<file path="config.mk">
export PLATFORM = sky130hd
export DESIGN_NAME = pll_reset_seq
export DESIGN_NICKNAME = d
export VERILOG_FILES = /design/src/rtl/pll_reset_seq.sv
export SDC_FILE = /design/constraint.sdc
export NUM_CORES = 1
export LEC_CHECK = 0
export CORE_ASPECT_RATIO = 1.75
export CORE_MARGIN = 2
export CORE_UTILIZATION = 40
export CTS_CLUSTER_DIAMETER = 60
export DETAILED_ROUTE_END_ITERATION = 8
export DONT_BUFFER_PORTS = 1
export SLEW_MARGIN = 10
export SYNTH_ARGS = -nofsm -noshare
export SYNTH_HDL_FRONTEND = slang
export SYNTH_SLANG_ARGS = --single-unit
</file>
<file path="constraint.sdc">
create_clock -name clock -period 2.2 [get_ports clock]
set_input_delay 0.44 -clock clock [delete_from_list [all_inputs] [get_ports clock]]
set_output_delay 0.44 -clock clock [all_outputs]
set_load 0.02 [all_outputs]
</file>
<file path="src/rtl/pll_reset_seq.sv">
`default_nettype none
// +----------------------------------------------------------------------------+
// | Module   : pll_reset_seq                                                   |
// | Purpose  : Holds system reset until PLL lock is synchronised and stable;   |
// |            records and counts every loss of lock seen in RUN.             |
// | Revision : 1.0  initial release                                            |
// +----------------------------------------------------------------------------+
module pll_reset_seq #(
  parameter int STABLE_CYCLES = 1024,
  parameter int MIN_RESET     = 16
) (
  input  logic       clock,
  input  logic       reset,
  input  logic       locked,
  input  logic       clear_lost,
  output logic       sys_reset,
  output logic       ready,
  output logic       lock_lost,
  output logic [7:0] lock_loss_count
);

  localparam int c_MAX_CYCLES = (STABLE_CYCLES > MIN_RESET) ? STABLE_CYCLES : MIN_RESET;
  localparam int c_CNT_W      = (c_MAX_CYCLES > 2) ? $clog2(c_MAX_CYCLES) : 1;
  localparam logic [c_CNT_W-1:0] c_HOLD_LAST = c_CNT_W'(MIN_RESET - 1);
  localparam logic [c_CNT_W-1:0] c_QUAL_LAST = c_CNT_W'(STABLE_CYCLES - 1);
  localparam logic [c_CNT_W-1:0] c_CNT_ONE   = c_CNT_W'(1);

  typedef enum logic [1:0] {
    ST_HOLD      = 2'd0,
    ST_WAIT_LOCK = 2'd1,
    ST_QUALIFY   = 2'd2,
    ST_RUN       = 2'd3
  } state_t;

  state_t               r_state;
  logic [c_CNT_W-1:0]   r_count;
  logic                 r_sync1;
  logic                 r_locked_s;
  logic                 r_sys_reset;
  logic                 r_ready;
  logic                 r_lock_lost;
  logic [7:0]           r_loss_count;

  always_ff @(posedge clock) begin
    if (reset) begin
      r_state      <= ST_HOLD;
      r_count      <= '0;
      r_sync1      <= 1'b0;
      r_locked_s   <= 1'b0;
      r_sys_reset  <= 1'b1;
      r_ready      <= 1'b0;
      r_lock_lost  <= 1'b0;
      r_loss_count <= 8'd0;
    end else begin
      r_sync1    <= locked;
      r_locked_s <= r_sync1;

      // A loss in RUN below overrides this clear on the same edge.
      if (clear_lost) begin
        r_lock_lost <= 1'b0;
      end

      case (r_state)
        ST_HOLD: begin
          if (r_count == c_HOLD_LAST) begin
            r_state <= ST_WAIT_LOCK;
          end else begin
            r_count <= r_count + c_CNT_ONE;
          end
        end
        ST_WAIT_LOCK: begin
          if (r_locked_s) begin
            r_state <= ST_QUALIFY;
            r_count <= '0;
          end
        end
        ST_QUALIFY: begin
          if (!r_locked_s) begin
            r_state <= ST_WAIT_LOCK;
          end else if (r_count == c_QUAL_LAST) begin
            r_state     <= ST_RUN;
            r_sys_reset <= 1'b0;
            r_ready     <= 1'b1;
          end else begin
            r_count <= r_count + c_CNT_ONE;
          end
        end
        ST_RUN: begin
          if (!r_locked_s) begin
            r_state     <= ST_HOLD;
            r_count     <= '0;
            r_sys_reset <= 1'b1;
            r_ready     <= 1'b0;
            r_lock_lost <= 1'b1;
            if (r_loss_count != 8'hFF) begin
              r_loss_count <= r_loss_count + 8'd1;
            end
          end
        end
        default: begin
          r_state     <= ST_HOLD;
          r_count     <= '0;
          r_sys_reset <= 1'b1;
          r_ready     <= 1'b0;
        end
      endcase
    end
  end

  assign sys_reset       = r_sys_reset;
  assign ready           = r_ready;
  assign lock_lost       = r_lock_lost;
  assign lock_loss_count = r_loss_count;

endmodule
`default_nettype wire

</file>
==> results of run 1 <==
routing by layer:
metal	global-route usage	up-vias	routed length, um
met4	0.0944	0	68
met3	0.0226	8	121
met2	0.282	40	1500
met5	0	-	0
li1	-	546	-
met1	0.173	521	1050
power groups by stage:
stage          sequential (uW)  combinational [uW]  clock, uW
2_1_floorplan              475                21.4          0
3_3_place_gp               477                19.4          0
3_5_place_dp               477                20.1          0
4_1_cts                    467                20.1        283
5_1_grt                    468                22.0        296
6_report                   467                19.7        268
synthesized netlist by cell type, drive strengths merged, types with 4 or more instances:
master / n / area (sq um)
a21oi: 6 / 30.0
a31oi: 5 / 31.3
buf: 4 / 45.0
dfxtp: 25 / 500
nand2: 11 / 41.3
nand3: 13 / 65.1
nand4: 4 / 25.0
nor2: 17 / 71.3
o21ai: 4 / 20.0
xor2: 6 / 52.6
cell usage in the layout, fill, tap and decap left out, drive strengths merged, types with 4 or more instances in the layout:
cell	count
xor2	6
a21oi	6
o21ai	4
buf	4
nand2	11
nor2	17
nand3	13
dfxtp	25
nand4	4
a31oi	5
metrics by stage:
stage / power, uW / util
3_3_place_gp: 496 / 0.423
2_1_floorplan: 496 / -
4_1_cts: 770 / 0.438
6_report: 755 / 0.438
3_5_place_dp: 497 / 0.423
5_1_grt: 786 / 0.438
sequential cells by signal (all words and copies together), names as in the netlist:
register,cells
lock_loss_count,8
lock_lost,1
r_count,10
r_locked_s,1
r_state,2
r_sync1,1
ready,1
sys_reset,1
cells by family after synthesis:
| group | after synthesis |
|---|---|
| simple gates | 66 |
| fa+ha+maj | 2 |
| xor+xnor | 7 |
| compound gates | 32 |
| buf+inv | 10 |
| flops | 25 |
| mux | 3 |
critical path: stages (launching register included):
cell and delay [ps]:
dfxtp_1 430, ha_1 220, nand3_1 190, or2_2 400, nor4_2 300, o311ai_0 180
o41ai_1 90
layout make-up:
cell class | count | area, sq um | area share
sequential | 25 | 500 | 0.364
clock inverter | 1 | 5.00 | 0.00364
clock buffer | 3 | 41.3 | 0.0300
multi-input combinational | 110 | 733 | 0.533
tap | 43 | 53.8 | 0.0391
timing repair buffer | 4 | 30.0 | 0.0218
inverter | 3 | 11.3 | 0.00819
path summary, 6_finish.rpt:
kind | from | to | slack [ps] | cells after the start
max | r_count[0] | r_count[5] | 300 | 6
min | reset | lock_loss_count[5] | 230 | 1
max reg2reg | r_count[0] | r_count[5] | 300 | 6
min reg2reg | r_sync1 | r_locked_s | 450 | 1
==> qor.txt, run 1 <==
Final #Nets: 153
Via density per instance: 5.90
Fillcell total: 322
P&R area growth vs syn: 4.87%
Post-Layout Cell Count: 189
Leakage: 0.000478 uW
Fin Setup TNS: 0 ps
Clk slew on worst S/H paths: 90 ps
Max VDD drop: 260 uV
# hold bufs at CTS: 0
Post-synth EDFFs: 0
Clk sinks: 25
Max-cap viol count: 0
Initial Utilization: 0.417
Syn Nets: 151
Detailed placer's ending HPWL: 2.08 mm
DP Area: 1330 sq um
Critical path peak fanout: 6
Run status: finished, final reports clean
Cell Int Power: 595 uW
Final clock skew: 1.74 ps
H-tree depth: 1
Post_cts resized: 0
GRT overflow: 0
DP Cell Count: 185
Diode count: 0
Asr flop ratio synth: 0
Sequential area share after synthesis: 0.382
Initial antenna violation count: 0
# rows: 27
# DRC: 0
Post-CTS Setup Inserts: 0
Total core area: 3140 sq um
Full die area: 3770 sq um
Post-Synth Simple-Gate Area: 0.268
Root Driver: clkbuf_8
Cell Area, Synth: 1310 sq um
Logic pwr share: 0.026
Routed len/inst: 14.5 um
Final setup violation count: 0
PwrDens: 549 nW/um^2
Fin. max-slew vios: 0
ANT nets after route: 0
Pre-CTS WS: 346 ps
Sequential power share: 0.619
CTS tree: yes
Mapped Cells: 145
Die Y: 79.7 um
Psw: 160 uW
First-pass GRT wire length: 4.48 mm
Tcrit/Tclk final: 0.865
Setup Crit Path Kind: reg -> reg
Slew HR: 0.755
Mux share of post-synthesis cell area: 0.0267
Synth warn: 0
Tightest Pin Transition: 366 ps
DRT iter0 DRCs: 33
Number of CTS-inserted buffers: 3
Synth Area in Compound Gates: 0.198
Highest Clock Rate: 526 MHz
Req. time, crit path: 2370 ps
Worst Path Arrival: 2070 ps
GRT Overall Usage: 0.163
Worst skew pair latency: 260 ps
Setup crit end kind: register
Share of cells above drive strength 1: 0.110
Final hold viol count: 0
Largest buffer count on any clock path: 2
Hold Slack: 233 ps
Area of all placed cells without fillers: 1380 sq um
Synth Area in XOR/XNOR: 0.0468
Total number of vias: 1115
Yosys cell types: 43
# IOs: 15
Post-synthesis register bit count: 25
Port Buffers: 0
Crit path time final: 1900 ps
Vias in the first global route: 1037
WL final: 2.74 mm
Pin count of the biggest net entering global routing: 22
Die Wd: 47.3 um
HP Class: in -> reg
Clock share of power: 0.355
Drt first pass iters: 6
Combinational family with the most area after synthesis: simple AND/OR/NAND/NOR gates
Final worst slack: 298 ps
Top FF cell, synth: dfxtp_1
Syn avg cell area: 9.04 sq um
Adder-Cell Fraction of Synth Area: 0.0191
Nature of the critical path startpoint: register
Switching portion of total power: 0.212
Placer congestion estimate: 0.851
RSZ-0062 raised after global routing: no
Power figures use the tool's default switching activity.
==> run 2: changes to the inputs <==
--- a/config.mk
+++ b/config.mk
@@ -12,4 +12,5 @@
 export DETAILED_ROUTE_END_ITERATION = 8
 export DONT_BUFFER_PORTS = 1
+export SKIP_CTS_REPAIR_TIMING = 1
 export SLEW_MARGIN = 10
 export SYNTH_ARGS = -nofsm -noshare
==> constraint.sdc (replaced) <==
create_clock -name clock -period 2.2 [get_ports clock]
set_input_delay 0.22 -clock clock [delete_from_list [all_inputs] [get_ports clock]]
set_output_delay 0.22 -clock clock [all_outputs]
set_load 0.02 [all_outputs]
==> run 2 against run 1 <==
  * Combinational power up 14%
  * Flip-flop and latch count unchanged
  * First-iteration DRC count grew 12%
  * Clock skew is essentially flat
  * Count of clock-buffer cells in the layout unchanged
  * Core utilization increased by 0.32 points
  * Worst hold slack worse by 220 ps
  * Wire length rose by 3.9%
  * Design area is 0.73% higher
  * Cell count increased by 0.53%
==> qor.txt, run 2 (synthesized netlist as in run 1, its figures left out) <==
Switching portion of total power: 0.214 (+0.00235)
DP Area: 1330 sq um (unchanged)
Total number of vias: 1106 (-0.81%)
Diode count: 0 (unchanged)
Routed len/inst: 15.0 um (+3.4%)
Run status: finished, final reports clean
# DRC: 0 (unchanged)
Worst Path Arrival: 2060 ps (about the same)
Hold Slack: 12.3 ps (-220 ps)
Max VDD drop: 260 uV (about the same)
# IOs: 15 (unchanged)
P&R area growth vs syn: 5.63%
Highest Clock Rate: 527 MHz (+0.28%)
Vias in the first global route: 1037 (unchanged)
Initial antenna violation count: 0 (unchanged)
Most flops, register: r_count
CTS tree: yes
Cell Int Power: 596 uW (+0.18%)
Share of cells above drive strength 1: 0.109 (-0.000746)
Initial Utilization: 0.417 (unchanged)
Full die area: 3770 sq um (unchanged)
Slew HR: 0.755 (about the same)
Fillcell total: 321 (-0.31%)
Die Y: 79.7 um (unchanged)
Clk slew on worst S/H paths: 90 ps (about the same)
Clock share of power: 0.354 (about the same)
First-pass GRT wire length: 4.48 mm (unchanged)
Commonest non-fill, non-tap cell in the layout: dfxtp_1
Pin count of the biggest net entering global routing: 22 (unchanged)
Critical path peak fanout: 6 (unchanged)
HP Class: in -> reg
Fin Setup TNS: 0 ps (unchanged)
Psw: 163 uW (+1.6%)
Root Driver: clkbuf_8
Total core area: 3140 sq um (unchanged)
Crit path time final: 1900 ps (-5.37 ps)
Tightest Pin Transition: 367 ps (+0.0594 ps)
Most frequent cells in the layout: 25 x dfxtp_1, 16 x nor2_1, 13 x nand3_1
Final setup violation count: 0 (unchanged)
Via density per instance: 5.82 (-1.3%)
DRT iter0 DRCs: 37 (+12%)
Max-cap viol count: 0 (unchanged)
RSZ-0062 raised after global routing: no
Pre-CTS WS: 346 ps (unchanged)
Req. time, crit path: 2370 ps (about the same)
Final worst slack: 303 ps (+5.37 ps)
H-tree depth: 1 (unchanged)
GRT Overall Usage: 0.163 (unchanged)
Drt first pass iters: 4 (-2)
Post-Route Utilization: 0.441 (+0.00319)
Die Wd: 47.3 um (unchanged)
Largest buffer count on any clock path: 2 (unchanged)
Logic pwr share: 0.030 (+0.004)
Final clock skew: 1.46 ps (-0.287 ps)
Final #Nets: 154 (+0.65%)
# rows: 27 (unchanged)
Tcrit/Tclk final: 0.862 (-0.00244)
Clk sinks: 25 (unchanged)
Area of all placed cells without fillers: 1390 sq um (+0.73%)
Port Buffers: 0 (unchanged)
Leakage: 0.000482 uW (+0.87%)
Detailed placer's ending HPWL: 2.08 mm (unchanged)
Fin. max-slew vios: 0 (unchanged)
Setup crit end kind: register
PwrDens: 547 nW/um^2 (-0.25%)
ANT nets after route: 0 (unchanged)
Placer congestion estimate: 0.851 (unchanged)
Final hold viol count: 0 (unchanged)
GRT overflow: 0 (unchanged)
Worst skew pair latency: 260 ps (about the same)
WL final: 2.85 mm (+3.9%)
Number of CTS-inserted buffers: 3 (unchanged)
Sequential power share: 0.616 (-0.003)
Largest register FFs: 10 (unchanged)
Nature of the critical path startpoint: register
Setup Crit Path Kind: reg -> reg
==> run 2: cell types whose count changed in the layout (fill, tap and decap cells not counted) <==
cell           before  now
dlygate4sd3_1       0    1
==> run 2: per-stage QoR <==
| step | cells | power, uW |
|---|---|---|
| final | 190 | 758 |
| after detailed placement | 185 | 497 |
| after global placement | 185 | 496 |
| after floorplan | 145 | 496 |
| after global routing | 190 | 789 |
| after CTS | 189 | 770 |
==> run 2: final timing paths <==
check	startpoint	end	slack (ps)	depth (start not counted)
setup reg to reg	r_count[0]	r_count[5]	300	6
hold reg to reg	r_sync1	r_locked_s	450	1
setup / recovery	r_count[0]	r_count[5]	300	6
hold / removal	reset	lock_loss_count[5]	10	1
==> run 2: power by group through the flow <==
stage	combinational (uW)	clock, uW	sequential [uW]
detailed placement	20.1	0	477
global route	25.5	296	468
global placement	19.4	0	477
CTS	20.1	283	467
floorplan	21.4	0	475
finish	22.4	269	467
==> run 2: critical path, stage by stage (launching register included) <==
cell      delay (ps)
dfxtp_1          430
ha_1             210
nand3_1          190
or2_2            400
nor4_2           300
o311ai_0         180
o41ai_1           90
==> run 2: final cells by class <==
type,instances,area [sq um],area share
multi-input combinational,110,733,0.529
sequential,25,500,0.361
tap,43,53.8,0.0388
clock buffer,3,41.3,0.0298
timing repair buffer,5,40.0,0.0289
inverter,3,11.3,0.00813
clock inverter,1,5.00,0.00361
==> run 2: routing by layer <==
| metal | wire length, um | vias to the layer above | global-route usage |
|---|---|---|---|
| met5 | 0 | - | 0 |
| met4 | 65 | 0 | 0.0944 |
| met3 | 92 | 6 | 0.0226 |
| met2 | 1580 | 28 | 0.282 |
| met1 | 1120 | 524 | 0.173 |
| li1 | - | 548 | - |
